==> config.mk <==
export PLATFORM = sky130hd
export DESIGN_NAME = val_src_fifo
export DESIGN_NICKNAME = d
export VERILOG_FILES = /design/src/rtl/val_src_fifo.sv
export SDC_FILE = /design/constraint.sdc
export NUM_CORES = 1
export LEC_CHECK = 0
export ABC_AREA = 1
export CAP_MARGIN = 20
export CORE_MARGIN = 3
export CORE_UTILIZATION = 50
export DETAILED_ROUTE_END_ITERATION = 7
export HOLD_SLACK_MARGIN = 0.06
export PLACE_DENSITY_LB_ADDON = 0.08
export REMOVE_ABC_BUFFERS = 1
export SLEW_MARGIN = 40
export SYNTH_ARGS = -nofsm -noshare
export SYNTH_HDL_FRONTEND = slang
export SYNTH_SLANG_ARGS = --single-unit
==> constraint.sdc <==
create_clock -name clk -period 2.1 [get_ports clk]
set_input_delay 0.21 -clock clk [delete_from_list [all_inputs] [get_ports clk]]
set_output_delay 0.21 -clock clk [all_outputs]
set_load 0.005 [all_outputs]
==> src/rtl/val_src_fifo.sv <==
// val_src_fifo
// Byte FIFO that feeds a downstream value stage without a handshake. Each pop
// loads the head byte into a register (d) and pulses d_valid for one cycle.
// After every pop the pace timer is loaded with PACE and counts down. No further
// pop happens until the timer reaches zero, which throttles the output rate to
// one byte every PACE+1 cycles.
//
// Parameters
//   DEPTH    : entry count; power of two, at least 2
//   PACE     : idle cycles enforced after each pop (0..15)
// Ports
//   clk      : single clock; all state updates on the rising edge
//   rst      : synchronous reset, active low
//   in_data  : upstream byte
//   in_valid : in_data is offered
//   in_ready : FIFO can accept a byte (count < DEPTH)
//   d        : registered output byte; holds its value between pops
//   d_valid  : high for the single cycle after a pop
//   count    : current occupancy

module val_src_fifo #(
    parameter int DEPTH = 4,
    parameter int PACE  = 0,
    localparam int CW   = $clog2(DEPTH + 1)
) (
    input  logic          clk,
    input  logic          rst,
    input  logic [7:0]    in_data,
    input  logic          in_valid,
    output logic          in_ready,
    output logic [7:0]    d,
    output logic          d_valid,
    output logic [CW-1:0] count
);

    localparam int          AW        = (DEPTH > 1) ? $clog2(DEPTH) : 1;
    localparam logic [3:0]  PACE_INIT = 4'(PACE);

    logic [7:0]    mem [DEPTH];
    logic [AW-1:0] wr_ptr;
    logic [AW-1:0] rd_ptr;
    logic [3:0]    pace_cnt;
    logic          push;
    logic          pop;

    // in_ready depends only on registered occupancy. A full FIFO therefore
    // refuses a push even when a pop happens in the same cycle.
    assign in_ready = (count < CW'(DEPTH));
    assign push     = in_valid && in_ready;
    assign pop      = (count != '0) && (pace_cnt == 4'd0);

    // DEPTH is a power of two, so the pointers wrap naturally on overflow.
    always_ff @(posedge clk) begin
        if (!rst) begin
            wr_ptr   <= '0;
            rd_ptr   <= '0;
            count    <= '0;
            pace_cnt <= 4'd0;
            d        <= 8'h00;
            d_valid  <= 1'b0;
        end else begin
            if (push) begin
                wr_ptr <= wr_ptr + 1'b1;
            end

            if (pop) begin
                d        <= mem[rd_ptr];
                d_valid  <= 1'b1;
                rd_ptr   <= rd_ptr + 1'b1;
                pace_cnt <= PACE_INIT;
            end else begin
                d_valid <= 1'b0;
                if (pace_cnt != 4'd0) begin
                    pace_cnt <= pace_cnt - 1'b1;
                end
            end

            case ({push, pop})
                2'b10:   count <= count + 1'b1;
                2'b01:   count <= count - 1'b1;
                default: count <= count;
            endcase
        end
    end

    // Storage has no reset. An entry is read only after it has been written,
    // so stale contents never reach d.
    always_ff @(posedge clk) begin
        if (rst && push) begin
            mem[wr_ptr] <= in_data;
        end
    end

endmodule

# Yosys cells after proc, flatten, opt, wreduce, memory -nomap -nowiden
# Memory sizes are Yosys's and may differ from the RTL's. A register that Yosys moved wholly into a read port is not among the register bits.
# Index checks and enable logic that the tools add are counted.
# classes
n_eq_ne,2
n_lt_le_gt_ge,1
n_mux,4
n_reduce_logical,9
n_addsub,5
bitwise_logic,1
# op_table
operator,n
$pmux W3 S2,1
$add A2 B1 Y2 const B,2
$logic_not A4 Y1,1
$reduce_bool A4 Y1,1
$sub A4 B1 Y4 const B,1
$add A3 B1 Y3 const B,1
$logic_and A1 B1 Y1,3
$lt A3 B3 Y1 const B,1
$mux W1,3
$reduce_bool A3 Y1,1
$sub A3 B1 Y3 const B,1
$eq A2 B1 Y1 const B,1
$eq A2 B2 Y1 const B,1
$reduce_bool A2 Y1,1
$reduce_or A2 Y1,1
$logic_not A1 Y1,1
$not A1 Y1,1
# word_totals
memories,1
output_inout_bits,13
reg_bits,12
ramBits,32
input_bits,11
# memory_table
memory,depth,word_bits,read_ports,rd_ports_with_merged_regs,wr,line_no,rtl
mem,4,8,1,1,1,39,logic [7:0] mem [DEPTH];

# Depth between registers and ports, before layout
# depth
ltp_word,5
mapped_depth,15
depth_no_buf,15

# Worst setup path after synthesis
# No wires, ideal clock.
# synth_path
path_type,reg-to-reg
start,register pace_cnt[0]
end,register count[2]
required_ns,1.987
path_stages_with_launch,16
path_buffers,0
slack_ns,0.228
setup_time_ns,0.113
t_arrival_ns,1.760
cell_sequence,dfxtp_1 -> inv_1 -> ha_1 -> nand2_4 -> nor2_8 -> nand2_2 -> inv_1 -> ha_1 -> inv_1 -> fa_1 -> inv_1 -> nand2_1 -> nand3_1 -> nand2_1 -> nand2_1 -> nor2_1
# synth_via
elab_chain_cells,4
# synth_lines
element,line_no,rtl
start: declaration,42,logic [3:0] pace_cnt;
start signal: assignment,74,pace_cnt <= pace_cnt - 1'b1;
$logic_not A4 Y1 *,50,assign pop = (count != '0) && (pace_cnt == 4'd0);
$logic_and A1 B1 Y1 *,50,
via pop,44,logic pop;
$eq A2 B1 Y1 or $eq A2 B2 Y1 (tied branches),78,"case ({push, pop})"
$pmux W3 S2 or $reduce_bool A2 Y1 (tied branches),--,
end signal: assignment,79,2'b10: count <= count + 1'b1;
end signal: assignment,80,2'b01: count <= count - 1'b1;
end signal: assignment,81,default: count <= count;
end: declaration,33,output logic [CW-1:0] count
# Mark *: on every way through the listed nets, which the timed path passes. The rest lies on a longest branch.
# A chain may end at the register's enable or synchronous reset.

# Final worst setup path
# layout_path
start,register pace_cnt[1]
end,register count[2]
# Same word-level chain as after synthesis.

==> metrics.txt <==
status finished clean; Placed Cells about 290; Worst R2R Start pace_cnt[1]; sw frac 0.3491; gpl congestion 0.7766; sequential power share 0.437; reg2reg end count[2]; Die Wd 72.42 µm; Pre-antenna DRT Iters 4; Synth-to-Final Area Change 19.57%; MaxCap Viol Count 0; register-to-register setup slack 0.17 ns; WHS Path Cells 2; cell taking the most area after synthesis edfxtp_1; Worst Setup SP pace_cnt[1]; Yosys top cell area share 0.4356; vias per cell 5.131; HP Class register to register; DR vias between 1500 and 2000; final net count roughly 270; total core area slightly above 4000 µm²; Inserted Clock Buffers 5; multi-input logic area about 710 µm²; # IOs 24; drt total wl approximately 4 mm; vias in the first global route about 1500; Die H around 72 µm; post-synthesis cell count 211; full die area 5245 µm²; hpwl dp 2.812 mm; Rows 23; skew final around 0.012 ns; post-route setup slack ~0.17 ns; DRC viols 0; most area-consuming cells after synthesis edfxtp_1 44%, dfxtp_1 18%, nand2_1 9.2%; CP Capture Type register; antenna viol nets, final 0; CTS Hold Bufs 0; Total GRT Usage 0.1674; clk sink count 52; first-pass GRT wire length 6.775 mm; GR Util met2 0.3064; CTS Root Cell clkbuf_8; H-tree depth 2; Critical Path RT 2.31 ns; Max Clk Rate 518.1 MHz; clk buf depth 2; FF+latch area 1361 µm²; drt wl/cell 13.44 µm; # fillers approximately 330; critical path type register to register; Internal 2016 µW; met1 usage 0.1926; Clk network pwr share 0.187; CTS tree built; Clk Latency, worst-skew pair 0.31 ns; Least-Margin Pin Slew 0.3495 ns; fin area ~2600 µm²; pre-CTS worst setup slack 0.04876 ns; Port Buffer Count 23; Logic pwr share 0.377; setup TNS 0 ns; Yosys reg bits 52; Ant. Diodes 0; Slew HR 0.7656; Starting Density 0.5360; count of pins over their slew limit 0; Leakage about 0.0011 µW; Sw Pwr approximately 1100 µW; GRT Max-Usage Layer met2; initial antenna violation count 0; Placed Area 2494 µm²; Peak VDD IR slightly above 600 µV; library cells used by synthesis 24; CP max FO 5; Power Density 1174 nW/µm²; grt met3 use 0.04571; clock transition at the registers of the reported paths 0.10 ns; syn_area_per_cell roughly 10 µm²; Seq/Total Area, Yosys 0.6171; 1st-iter DRT viols 75; CP Launch Type register; crit path to count[2]; CP Data Arrival Time 2.14 ns; largest net degree at the start of global routing 19; fraction of layout cells with a size suffix above 1 0.1653; RSZ-0062 raised after global routing false; Congestion Overflow GR 0; FF-to-FF path depth 15; final setup vio count 0; Finished Layout Cells 298; Ys Warns 0; Final Hold Viols 0; Cell Area, Synth 2206 µm²; period utilization 0.9191; Final min period 1.930 ns
==> cells in the mapped netlist <==
master,count
a21oi_1,5
a21oi_2,3
buf_12,1
buf_2,3
buf_4,1
buf_6,2
clkinv_1,1
dfxtp_1,20
edfxtp_1,32
fa_1,1
ha_1,7
inv_1,17
inv_2,4
nand2_1,54
nand2_2,4
nand2_4,1
nand3_1,28
nand3_2,3
nor2_1,9
nor2_8,1
o21ai_0,4
o21ai_1,8
or2_2,1
xnor2_1,1
==> state kept, by name, indices dropped and copies added, names as in the netlist <==
| name | count |
|---|---|
| count | 3 |
| d_valid | 1 |
| rd_ptr | 2 |
| mem | 32 |
| pace_cnt | 4 |
| d | 8 |
| wr_ptr | 2 |
==> metrics by stage <==
stage	hold slack, ns	total power [µW]	util
after floorplan	0.3089	2034	-
after global placement	0.4598	2511	0.6060
after detailed placement	0.4670	2550	0.6060
after CTS	0.4817	3129	0.6288
after global routing	0.5141	3324	0.6409
final	0.4855	3097	0.6409
==> cells by family after synthesis <==
| family | after synthesis | share of synthesized area |
|---|---|---|
| and+or+nand+nor | 101 | 0.2127 |
| xor gates and xnor gates | 1 | 0.003971 |
| adders and majority gates | 8 | 0.04878 |
| AOI/OAI and AO/OA | 20 | 0.05048 |
| DFF | 52 | 0.6171 |
| buffers and inverters | 29 | 0.06693 |
==> final cells by class <==
cell class,count,area share
repair buffers,36,0.1243
inverters,22,0.03131
clock buffers,5,0.02609
flip-flops and latches,52,0.5161
well taps,50,0.02372
clock inverters,3,0.009488
multi-input cells,130,0.2690
==> power groups by stage <==
stage                     sequential [µW]  clock [µW]  combinational (µW)
final                                1350         579                1170
after global routing                 1370         636                1320
after CTS                            1360         599                1170
after detailed placement             1380           0                1170
after global placement               1370           0                1140
after floorplan                      1410           0                 627
==> worst min-delay path by stage <==
stage / start / end / slack (ns)
after global routing: d[3] / d[3] / 0.51
final: d[3] / d[3] / 0.49
after detailed placement: pace_cnt[0] / pace_cnt[0] / 0.47
after floorplan: in_data[0] / mem[0][0] / 0.31
after global placement: pace_cnt[0] / pace_cnt[0] / 0.46
after CTS: pace_cnt[0] / pace_cnt[0] / 0.48
==> placed cells by master, fill, tap and decap left out, drive strengths merged <==
| cell type | count |
|---|---|
| clkbuf | 5 |
| clkinvlp | 1 |
| o21ai | 12 |
| or2 | 1 |
| inv | 23 |
| fa | 1 |
| clkinv | 1 |
| nor2 | 10 |
| buf | 13 |
| clkdlybuf4s50 | 23 |
| edfxtp | 32 |
| dfxtp | 20 |
| a21oi | 8 |
| nand2 | 59 |
| nand3 | 31 |
| xnor2 | 1 |
| ha | 7 |
==> worst max-delay path, cell delays in order (launching register included) <==
cell and delay, ns:
dfxtp_1 0.33, inv_2 0.09, ha_4 0.14, nand2_4 0.06
nor2_8 0.13, nand2_2 0.06, inv_1 0.08, ha_1 0.16
inv_1 0.07, fa_1 0.38, inv_1 0.07, nand2_1 0.04
nand3_1 0.08, nand2_1 0.05, nand2_1 0.05, nor2_1 0.04
==> per-layer routing <==
layer | vias to the layer above | part of all wire
met1 | 735 | 0.43
met5 | - | 0
met3 | 4 | 0.034
met2 | 24 | 0.52
met4 | 0 | 0.010
li1 | 766 | -
==> timing repair <==
action,in CTS,in global routing
buffers inserted,0,5
gates resized for setup,0,4
setup endpoints to repair,0,1
Note: power is estimated with default switching activity, not from simulation.
